**config.mk**
```make
export PLATFORM = sky130hd
export DESIGN_NAME = regfile_wb_ctrl
export DESIGN_NICKNAME = d
export VERILOG_FILES = /design/src/rtl/regfile_wb_ctrl.sv
export SDC_FILE = /design/constraint.sdc
export NUM_CORES = 1
export LEC_CHECK = 0
export ABC_AREA = 1
export ABC_CLOCK_PERIOD_IN_PS = 2800
export BUFFER_PORTS_ARGS = -buffer_cell sky130_fd_sc_hd__buf_2
export CAP_MARGIN = 20
export CORE_ASPECT_RATIO = 0.6
export CORE_MARGIN = 1.5
export CORE_UTILIZATION = 50
export DETAILED_ROUTE_END_ITERATION = 8
export MAX_ROUTING_LAYER = met4
export PLACE_DENSITY = 0.81
export SYNTH_ARGS = -nofsm -noshare
export SYNTH_HDL_FRONTEND = slang
export SYNTH_SLANG_ARGS = --single-unit
```
**constraint.sdc**
```tcl
create_clock -name clk_i -period 2.8 [get_ports clk_i]
set_input_delay 0.28 -clock clk_i [delete_from_list [all_inputs] [get_ports clk_i]]
set_output_delay 0.28 -clock clk_i [all_outputs]
set_load 0.005 [all_outputs]
```
**src/rtl/regfile_wb_ctrl.sv**
```systemverilog
// Register-file write-side controller: arbitrates ALU and LSU results onto one write port,
// buffers LSU results in a small FIFO and tracks pending long-latency destinations.
module regfile_wb_ctrl #(
  parameter int DATA_W = 32,
  parameter int ADDR_W = 5,
  parameter int DEPTH  = 4
) (
  input  logic                     clk_i,
  input  logic                     rst_ni,
  input  logic                     issue_valid_i,
  input  logic                     issue_long_i,
  input  logic [ADDR_W-1:0]        issue_rd_i,
  input  logic [ADDR_W-1:0]        rs1_addr_i,
  input  logic [ADDR_W-1:0]        rs2_addr_i,
  input  logic [ADDR_W-1:0]        rd_addr_i,
  output logic                     stall_o,
  input  logic                     alu_valid_i,
  input  logic [ADDR_W-1:0]        alu_rd_i,
  input  logic [DATA_W-1:0]        alu_data_i,
  input  logic                     lsu_valid_i,
  input  logic [ADDR_W-1:0]        lsu_rd_i,
  input  logic [DATA_W-1:0]        lsu_data_i,
  output logic                     lsu_ready_o,
  output logic                     wb_wren_o,
  output logic [ADDR_W-1:0]        wb_rd_addr_o,
  output logic [DATA_W-1:0]        wb_data_o,
  output logic [(1<<ADDR_W)-1:0]   pending_o
);

  localparam int NREG  = 1 << ADDR_W;
  localparam int PTR_W = $clog2(DEPTH);
  localparam int CNT_W = PTR_W + 1;

  logic [PTR_W-1:0]  wr_ptr_reg, rd_ptr_reg;
  logic [CNT_W-1:0]  count_reg;
  logic [ADDR_W-1:0] fifo_rd_mem   [DEPTH];
  logic [DATA_W-1:0] fifo_data_mem [DEPTH];

  logic [NREG-1:0]   pending_reg, pending_next, set_vec, clr_vec;
  logic              wb_wren_reg;
  logic [ADDR_W-1:0] wb_rd_addr_reg;
  logic [DATA_W-1:0] wb_data_reg;

  logic              fifo_empty, sel_any, sel_lsu, bypass, push, pop;
  logic [ADDR_W-1:0] sel_rd;
  logic [DATA_W-1:0] sel_data;

  assign fifo_empty  = (count_reg == '0);
  assign lsu_ready_o = (count_reg < CNT_W'(DEPTH));

  // Priority: ALU, then FIFO head, then direct LSU bypass when the FIFO is empty.
  assign pop     = !alu_valid_i && !fifo_empty;
  assign bypass  = !alu_valid_i && fifo_empty && lsu_valid_i;
  assign sel_lsu = pop || bypass;
  assign sel_any = alu_valid_i || sel_lsu;
  assign push    = lsu_valid_i && lsu_ready_o && !bypass;

  always_comb begin
    sel_rd   = alu_rd_i;
    sel_data = alu_data_i;
    if (pop) begin
      sel_rd   = fifo_rd_mem[rd_ptr_reg];
      sel_data = fifo_data_mem[rd_ptr_reg];
    end else if (bypass) begin
      sel_rd   = lsu_rd_i;
      sel_data = lsu_data_i;
    end
  end

  // Per-register scoreboard update; a set in the same cycle as a clear wins.
  generate
    for (genvar gi = 0; gi < NREG; gi++) begin : g_sb
      if (gi == 0) begin : g_x0
        assign set_vec[gi]      = 1'b0;
        assign clr_vec[gi]      = 1'b0;
        assign pending_next[gi] = 1'b0;
      end else begin : g_xn
        assign set_vec[gi] = issue_valid_i && issue_long_i && (issue_rd_i == ADDR_W'(gi));
        assign clr_vec[gi] = sel_lsu && (sel_rd == ADDR_W'(gi));
        assign pending_next[gi] = (pending_reg[gi] && !clr_vec[gi]) || set_vec[gi];
      end
    end
  endgenerate

  assign stall_o = ((rs1_addr_i != '0) && pending_reg[rs1_addr_i]) ||
                   ((rs2_addr_i != '0) && pending_reg[rs2_addr_i]) ||
                   ((rd_addr_i  != '0) && pending_reg[rd_addr_i]);

  always_ff @(posedge clk_i) begin
    if (push) begin
      fifo_rd_mem[wr_ptr_reg]   <= lsu_rd_i;
      fifo_data_mem[wr_ptr_reg] <= lsu_data_i;
    end
  end

  always_ff @(posedge clk_i or negedge rst_ni) begin
    if (!rst_ni) begin
      wr_ptr_reg     <= '0;
      rd_ptr_reg     <= '0;
      count_reg      <= '0;
      pending_reg    <= '0;
      wb_wren_reg    <= 1'b0;
      wb_rd_addr_reg <= '0;
      wb_data_reg    <= '0;
    end else begin
      if (push) wr_ptr_reg <= wr_ptr_reg + PTR_W'(1);
      if (pop)  rd_ptr_reg <= rd_ptr_reg + PTR_W'(1);
      if (push && !pop)      count_reg <= count_reg + CNT_W'(1);
      else if (pop && !push) count_reg <= count_reg - CNT_W'(1);
      pending_reg <= pending_next;
      // x0 writes consume their source but never assert the enable.
      if (sel_any) begin
        wb_wren_reg    <= (sel_rd != '0);
        wb_rd_addr_reg <= sel_rd;
        wb_data_reg    <= sel_data;
      end else begin
        wb_wren_reg    <= 1'b0;
      end
    end
  end

  assign wb_wren_o    = wb_wren_reg;
  assign wb_rd_addr_o = wb_rd_addr_reg;
  assign wb_data_o    = wb_data_reg;
  assign pending_o    = pending_reg;

endmodule

```
-- Word level (Yosys, flattened, before mapping)
Memory sizes are Yosys's and may differ from the RTL's.
Cells that the tools add are included.
- register bits: 76
- latch bits: 0
- RAM bits: 148
- memory bits (read-only): 0
- output and inout bits: 72
- memories kept: 2
- memories (name ; words ; bits a word ; rd ports ; clocked after Yosys merged registers in ; wr ports ; RTL line ; RTL):
    fifo_data_mem ; 4 ; 32 ; 1 ; 0 ; 1 ; 37 ; logic [DATA_W-1:0] fifo_data_mem [DEPTH];
    fifo_rd_mem ; 4 ; 5 ; 1 ; 0 ; 1 ; 36 ; logic [ADDR_W-1:0] fifo_rd_mem [DEPTH];
- $add $sub $neg: 4
- multiply operators: 0
- div/mod/pow operators: 0
- $lt $le $gt $ge: 4
- equal/unequal tests: 62
- shift operators: 0
- muxes and demuxes: 15
- bitwise logic cells: 0
- reduce and logical (&&, ||, !) cells: 181
- operator list (kind ; count):
    5-bit equality test, second input constant ; 32
    1-bit logical AND ; 104
    5-bit by 4-bit equality test with 1-bit output, second input constant ; 16
    32-bit 2-to-1 mux ; 2
    5-bit by 3-bit equality test with 1-bit output, second input constant ; 8
    1-bit logical NOT ; 36
    1-bit logical OR ; 35
    5-bit by 2-bit equality test with 1-bit output, second input constant ; 4
    5-bit nonzero test ; 4
    5-bit by 6-bit < comparator with 1-bit output, second input constant ; 3
    1-bit binary-select mux with 5-bit select ; 3
    5-bit by 1-bit equality test with 1-bit output, second input constant ; 2
    5-bit 2-to-1 mux ; 2
    1-bit 2-to-1 mux ; 6
    3-bit 2-to-1 mux ; 2
    2-bit by 1-bit adder with 2-bit output, second input constant ; 2
    3-bit by 1-bit adder with 3-bit output, second input constant ; 1
    3-bit logical NOT ; 1
    3-bit < comparator, second input constant ; 1
    3-bit by 1-bit subtractor with 3-bit output, second input constant ; 1
    2-bit nonzero test ; 1

-- Longest topological paths before layout
Gate-level depths: netlist of run 1.
- depth in word-level cells: 10
- depth in mapped cells: 14

-- Least setup slack after synthesis of run 1
Ideal clock, no wire load.
- path type: reg-to-reg
- start point: reg count_reg[0]
- end point: mem fifo_data_mem[0][0], enable pin
- setup time: 431 ps
- arrival: 2591 ps
- data required time: 2369 ps
- path slack: -222 ps
- stages on the path, launching flop included: 6
- period minus slack after synthesis: 3022 ps
- cell sequence: dfrtp_1 nor2_8 nand3_4 buf_2 nand2_1 nor2_1
- cells in the longest elaborated chain, start to end: 7
- elaborated cells on any way between the ends: 9
- those cells by class: order compare: 1; mux: 2; reduce/logical: 6
- ends and longest elaborated chain (element ; RTL line ; RTL):
    start: declaration ; 35 ; logic [CNT_W-1:0] count_reg;
    start signal: assignment ; 108 ; if (push && !pop) count_reg <= count_reg + CNT_W'(1);
    start signal: assignment ; 109 ; else if (pop && !push) count_reg <= count_reg - CNT_W'(1);
    branches (longest 4 deep; another with 3-bit < comparator) ; -- ;
    1-bit logical AND (*) ; 56 ; assign push = lsu_valid_i && lsu_ready_o && !bypass;
    1-bit 2-to-1 mux (*) ; 90 ; if (push) begin
    1-bit 2-to-1 mux (not written as such) (*) ; 92 ; fifo_data_mem[wr_ptr_reg] <= lsu_data_i;
    end: declaration ; 37 ;
Every way passes the cells marked *.

-- Worst setup path after layout of run 1
- start point: reg count_reg[0]
- end point: reg pending_reg[21] (netlist: pending_o[21])
- cells in the longest elaborated chain, start to end: 10
- elaborated cells on any way between the ends: 13
- those cells by class: eq/ne: 1; mux: 2; reduce/logical: 10
- ends and longest elaborated chain (element ; RTL line ; RTL):
    3-bit logical NOT (*) ; 48 ; assign fifo_empty = (count_reg == '0);
    1-bit logical AND (2 in series) ; 53 ; assign bypass = !alu_valid_i && fifo_empty && lsu_valid_i;
    5-bit 2-to-1 mux ; 64 ; end else if (bypass) begin
    5-bit 2-to-1 mux ; 61 ; if (pop) begin
    5-bit equality test ; 79 ; assign clr_vec[gi] = sel_lsu && (sel_rd == ADDR_W'(gi));
    1-bit logical AND (*) ; 79 ;
    1-bit logical NOT (*) ; 80 ; assign pending_next[gi] = (pending_reg[gi] && !clr_vec[gi]) || set_vec[gi];
    1-bit logical AND (*) ; 80 ;
    1-bit logical OR (*) ; 80 ;
    via pending_next[21] ; 39 ; logic [NREG-1:0] pending_reg, pending_next, set_vec, clr_vec;
    end signal: assignment ; 110 ; pending_reg <= pending_next;
    end: declaration ; 39 ;
The timed path passes the listed nets; every way through them passes the cells marked *.
A chain may end at the register's enable or synchronous reset.

==> metrics.cfg, run 1 <==
[setup_path]
crit_required_ps=3190
endpoint_kind=register
criticalPathCategory=reg2reg
critPathMaxFanout=44
cp.arrival_ps=2830
worst-r2r-cell-count=9
startpoint_type=register

[power_and_ir_drop]
p_total_uw=11700
p_leak_uw=0.00555
pwr_density_cell_nw_per_um2=931
vdd_drop_max_v=0.000590

[layout]
top_register=fifo_data_mem
final_util_pct=59.5
fin_cells=1644
final_cell_area_um2=12600
nFillCells=1758
fin_nets=1453
drive_gt1_share_pct=18.5
area_growth_syn_to_layout_pct=15.6
largest_register_ffs=128

[placement]
dpl_cell_area_um2=12000
gp_congestion=1.00
place_inst=1603
io_buffers=170
dp_hpwl_mm=19.7

[clocking]
cts_buffers=20
cts_tree=yes
holdBufCountCts=1
clock_latency_ps=500
cts.clk_slew.worst_paths_ps=70
post_cts_buffers=0
cts_max_level=1
cts.sinks=224
post_cts_resized=0
root_buffer=clkbuf_16
clock_path_buffers=3

[synthesis]
synth_flop_cell=edfxtp_1
postSynth.asyncResetShare_pct=33.9
synth_nets=1303
syn_area_per_cell_um2=9.10
syn_inst=1197
yosys_warnings=0
synth-edff-count=148
yosys.cell_types.count=38
yosysSeqAreaShare_pct=58.2
synth.area.top_cells=edfxtp_1, dfrtp_1, nand2_1
yosysTopAreaCell=edfxtp_1
netlist_area_um2=10900
yosys.area.top_type_share_pct=40.8
ys_seq_elements=224

[run_status]
violations=DRC
status=finished with violations

[timing]
fin_crit_ps=2440
grt_setup_unrepaired=no
hold_violations=0
drv_slew=0
max_freq_ghz=0.410
fin_crit_sh_pct=87.2
setup_viol=0
max-slew-margin-rel_pct=22.6
skew_ps=10.6
worstMarginPinSlew_ps=1160

[route]
finalWirelength_mm=30.1
vias=9274
routedWlPerCell_um=18.3
drc=7
vias_per_cell=5.64
ant_nets=0
dr.pass1.iters=8
drt_iter0_markers=1266

[die]
num_rows=41
coreArea_um2=21200
start_util_pct=51.4
die_h_um=117
pin_count=172
dieArea_um2=22700
fp.dieW_um=194

[global_route]
met3_usage_pct=5.81
gr-max-usage-layer=met1
gr-total-overflow=0
antenna_found_initial=4
gr-usage-met1_pct=40.6
grt.total_usage_pct=27.2
grt_pass1_wl_mm=47.3
grt_max_degree=73
use_met2_pct=37.8
grt_pass1_vias=8697

[job]
maxCapViolCount=0

[hold_path]
min_path_cells=1
min_path_type=in2reg

-- area by class of cell --
| type | instances | area, µm² | area share [%] |
|---|---|---|---|
| flip-flops and latches | 224 | 6350 | 50.4 |
| repair buffers | 188 | 991 | 7.87 |
| multi-input cells | 809 | 3880 | 30.8 |
| clock buffers | 26 | 554 | 4.40 |
| diodes | 4 | 10.0 | 0.0795 |
| inverters | 104 | 397 | 3.15 |
| clock inverters | 10 | 70.1 | 0.556 |
| well taps | 279 | 349 | 2.77 |
-- placed cells by master, fill, tap and decap left out, types with 2 or more instances in the layout --
cell and n:
nand4_1 7, a21oi_1 71, inv_1 96, nand3_2 2, buf_4 18, clkinv_2 6
nand3_1 90, nand2_1 318, ha_1 5, o22ai_1 32, clkbuf_1 4, o211ai_1 38
edfxtp_1 148, buf_2 169, nor2_4 14, inv_2 4, clkinv_1 6, nor2_1 134
o21ai_0 76, nand2_2 5, diode_2 4, or2_2 2, dfrtp_1 75, clkbuf_16 21
xor2_1 3
-- worst paths after layout --
kind / endpoint / startpoint / slack [ps]
min reg2reg: wb_rd_addr_o[4] / wb_rd_addr_o[4] / 490
min in group asynchronous: wb_data_o[14] / rst_ni / 370
min: fifo_rd_mem[1][4] / lsu_rd_i[4] / 20
max: pending_o[21] / count_reg[0] / 360
max reg2reg: pending_o[21] / count_reg[0] / 360
max in group asynchronous: wb_data_o[7] / rst_ni / 1700
-- power breakdown --
part	switching [µW]	internal, µW	total (µW)
Clock	1180	1490	2670
Sequential	516	4320	4830
Combinational	2820	1400	4220
-- synthesized netlist by cell type (6+ instances only) --
cell type,instances
nor2_4,10
a21oi_1,71
clkbuf_1,30
nand4_1,7
dfrtp_1,76
o211ai_1,38
nand3_1,90
nor2_1,138
inv_1,96
edfxtp_1,148
o22ai_1,32
nand2_1,318
buf_2,15
buf_6,6
o21ai_0,76
-- per-layer routing --
metal,wire (µm),part of all wire [%]
met3,3610,12
met2,13100,43
met4,419,1.4
met5,0,0
met1,13000,43
-- metrics by stage --
step                setup TNS (ps)  setup WS, ps  hold WS [ps]
global placement                 0           542           367
finish                           0           359          16.4
detailed placement               0           428           382
floorplan                   -32890          -222         -15.6
CTS                              0           399          7.46
global route                     0           164          12.0
-- logic make-up (layout without fill, tap and decap cells) --
| group | count (synthesis) | after routing | synth area share [%] |
|---|---|---|---|
| AO/OA/AOI/OAI | 220 | 220 | 11.6 |
| other | 1 | 5 | 0.0344 |
| multiplexers | 1 | 1 | 0.103 |
| buffers and inverters | 164 | 328 | 6.43 |
| XOR/XNOR | 4 | 4 | 0.322 |
| flip-flops | 224 | 224 | 58.2 |
| AND/OR/NAND/NOR | 577 | 577 | 22.6 |
| adder cells (fa/ha/maj) | 6 | 6 | 0.758 |
-- worst max-delay path: stages (launching register included) --
cell     delay (ps)
dfrtp_1         520
nor2_8          110
nand2_4         120
nand2_8         230
inv_6           390
nand3_2         180
a21oi_4         460
nand3_1         160
nand2_1          80
nand2_1          50
Note: power is estimated with default switching activity, not from simulation.
==> run 2: changes to the inputs <==
--- a/config.mk
+++ b/config.mk
@@ -9,12 +9,15 @@
 export ABC_CLOCK_PERIOD_IN_PS = 2800
 export BUFFER_PORTS_ARGS = -buffer_cell sky130_fd_sc_hd__buf_2
 export CAP_MARGIN = 20
+export CELL_PAD_IN_SITES_DETAIL_PLACEMENT = 1
+export CELL_PAD_IN_SITES_GLOBAL_PLACEMENT = 1
 export CORE_ASPECT_RATIO = 0.6
 export CORE_MARGIN = 1.5
-export CORE_UTILIZATION = 50
+export CORE_UTILIZATION = 40
+export CTS_BUF_LIST = sky130_fd_sc_hd__clkbuf_4
 export DETAILED_ROUTE_END_ITERATION = 8
 export MAX_ROUTING_LAYER = met4
-export PLACE_DENSITY = 0.81
+export PLACE_DENSITY = 0.84
 export SYNTH_ARGS = -nofsm -noshare
 export SYNTH_HDL_FRONTEND = slang
 export SYNTH_SLANG_ARGS = --single-unit
==> run 2 against run 1 <==
  * The run now ends clean
  * Routed wire length is 30% higher
  * Clock skew grew 31 ps
  * Count of clock-buffer cells in the layout is 57 higher
  * Worst setup slack lost 180 ps
  * Critical path type unchanged
  * Largest cell class unchanged
==> metrics.cfg, run 2 (synthesized netlist as in run 1, its figures left out) <==
[global_route]
use_met2_pct=45.7
gr-max-usage-layer=met2
met3_usage_pct=5.63
grt_pass1_wl_mm=60.2
gr-usage-met1_pct=37.7
antenna_found_initial=3
gr-total-overflow=0
grt_pass1_vias=10500
grt.total_usage_pct=28.8
grt_max_degree=71

[die]
start_util_pct=41.0
die_h_um=131
pin_count=172
num_rows=46
coreArea_um2=26600
fp.dieW_um=216
dieArea_um2=28300

[power_and_ir_drop]
p_clk_share_pct=22.4
seqPwrFrac_pct=40.1
intPower_uw=7120
power_switching_uw=5030
pwr_density_cell_nw_per_um2=905
pwr-share-comb_pct=37.4
p_leak_uw=0.00592
vdd_drop_max_v=0.000459
switching_share_pct=41.4

[route]
vias=10000
routedWlPerCell_um=21.2
finalWirelength_mm=39.2
ant_nets=0
dr.pass1.iters=5
vias_per_cell=5.42
drc=0
drt_iter0_markers=1045

[hold_path]
hold_start=alu_data_i[19]
min_path_type=in2reg

[setup_path]
critPathMaxFanout=44
max_stage_delay_ps=510
criticalPathCategory=reg2reg
cp-startpoint=count_reg[0]
cp_cell_sequence=nor2_8, nand2_4, nand2_8, inv_6, nand3_2, a21oi_4, nand3_1, nand2_1, nand2_1
crit_slowest_cell=dfrtp_1
r2r_start=count_reg[0]
startpoint_type=register
crit_required_ps=3360
endpoint_kind=register
crit_top_cell=nand2_1
cp.arrival_ps=3180

[clocking]
cts_buffers=50
cts_max_level=2
cts.sinks=224
holdBufCountCts=69
cts_tree=yes
cts.clk_slew.worst_paths_ps=80
clock_path_buffers=3
clock_latency_ps=710
post_cts_resized=0
post_cts_buffers=0
root_buffer=clkbuf_4

[job]
maxCapViolCount=0

[layout]
largest_register_ffs=128
final_cell_area_um2=13400
layout_common_cells=nand2_1, buf_2, edfxtp_1
fin_nets=1551
top_register=fifo_data_mem
nFillCells=3137
final_common_cell=nand2_1
area_growth_syn_to_layout_pct=23.2
fin_cells=1848
drive_gt1_share_pct=20.8

[placement]
io_buffers=170
place_inst=1684
gp_congestion=0.911
dpl_cell_area_um2=12100
dp_hpwl_mm=23.9

[timing]
fin_crit_sh_pct=93.5
worstMarginPinSlew_ps=746
drv_slew=0
max-slew-margin-rel_pct=50.2
hold_violations=0
finalSetupTns_ps=0
setup_viol=0
grt_setup_unrepaired=no
fin_crit_ps=2620
skew_ps=42.0
max_freq_ghz=0.382

[run_status]
status=completed

-- run 2: cell types whose count changed in the layout (fill, tap and decap cells not counted), moves of 3 or more --
cell and change:
clkbuf_4 +83, dlygate4sd3_1 +68, clkbuf_16 -21, clkinv_2 -5
clkbuf_1 -4, clkinv_1 +3
-- run 2: worst max-delay path, delay by kind of cell, from the launching register on --
family | cells | cell delay [ps]
flip-flops | 1 | 510
AND/OR/NAND/NOR | 7 | 1000
buffers and inverters | 1 | 420
AO/OA/AOI/OAI | 1 | 510
-- run 2: final timing paths --
check | endpoint | slack [ps] | depth (start not counted)
hold reg to reg | wb_rd_addr_o[4] | 500 | 2
setup / recovery | pending_o[30] | 180 | 9
setup reg to reg | pending_o[30] | 180 | 9
min in group asynchronous | wb_data_o[0] | 110 | 2
max in group asynchronous | wb_rd_addr_o[1] | 1990 | 3
hold / removal | wb_data_o[19] | 30 | 5
-- run 2: power groups by stage --
| stage | Clock [µW] | Sequential, µW | Combinational, µW |
|---|---|---|---|
| 2_1_floorplan | 0 | 4800 | 2700 |
| 3_3_place_gp | 0 | 4890 | 4090 |
| 3_5_place_dp | 0 | 4920 | 4300 |
| 4_1_cts | 2700 | 4860 | 4420 |
| 5_1_grt | 2920 | 4950 | 5020 |
| 6_report | 2730 | 4880 | 4550 |
-- run 2: cell type report --
cell class	count	area, µm²	area share, %
Inverter	104	397	2.95
Sequential cell	224	6350	47.3
Clock buffer	83	623	4.64
Clock inverter	9	37.5	0.280
Tap cell	360	450	3.35
Antenna cell	3	7.51	0.0559
Multi-Input combinational cell	809	3880	28.9
Timing Repair Buffer	256	1680	12.5
-- run 2: through the flow --
step,hold slack (ps),util (%),setup slack (ps),power [µW]
floorplan,-15.6,-,-222,7490
global placement,287,45.4,483,8980
detailed placement,300,45.4,342,9220
CTS,5.88,50.5,296,12000
global route,24.2,50.5,54.4,12900
finish,25.5,50.5,181,12200
-- run 2: metal layers --
layer | up-vias | share of wire [%]
met3 | 71 | 7.7
li1 | 4548 | -
met1 | 4962 | 44
met2 | 444 | 46
met5 | - | 0
met4 | 0 | 2.2
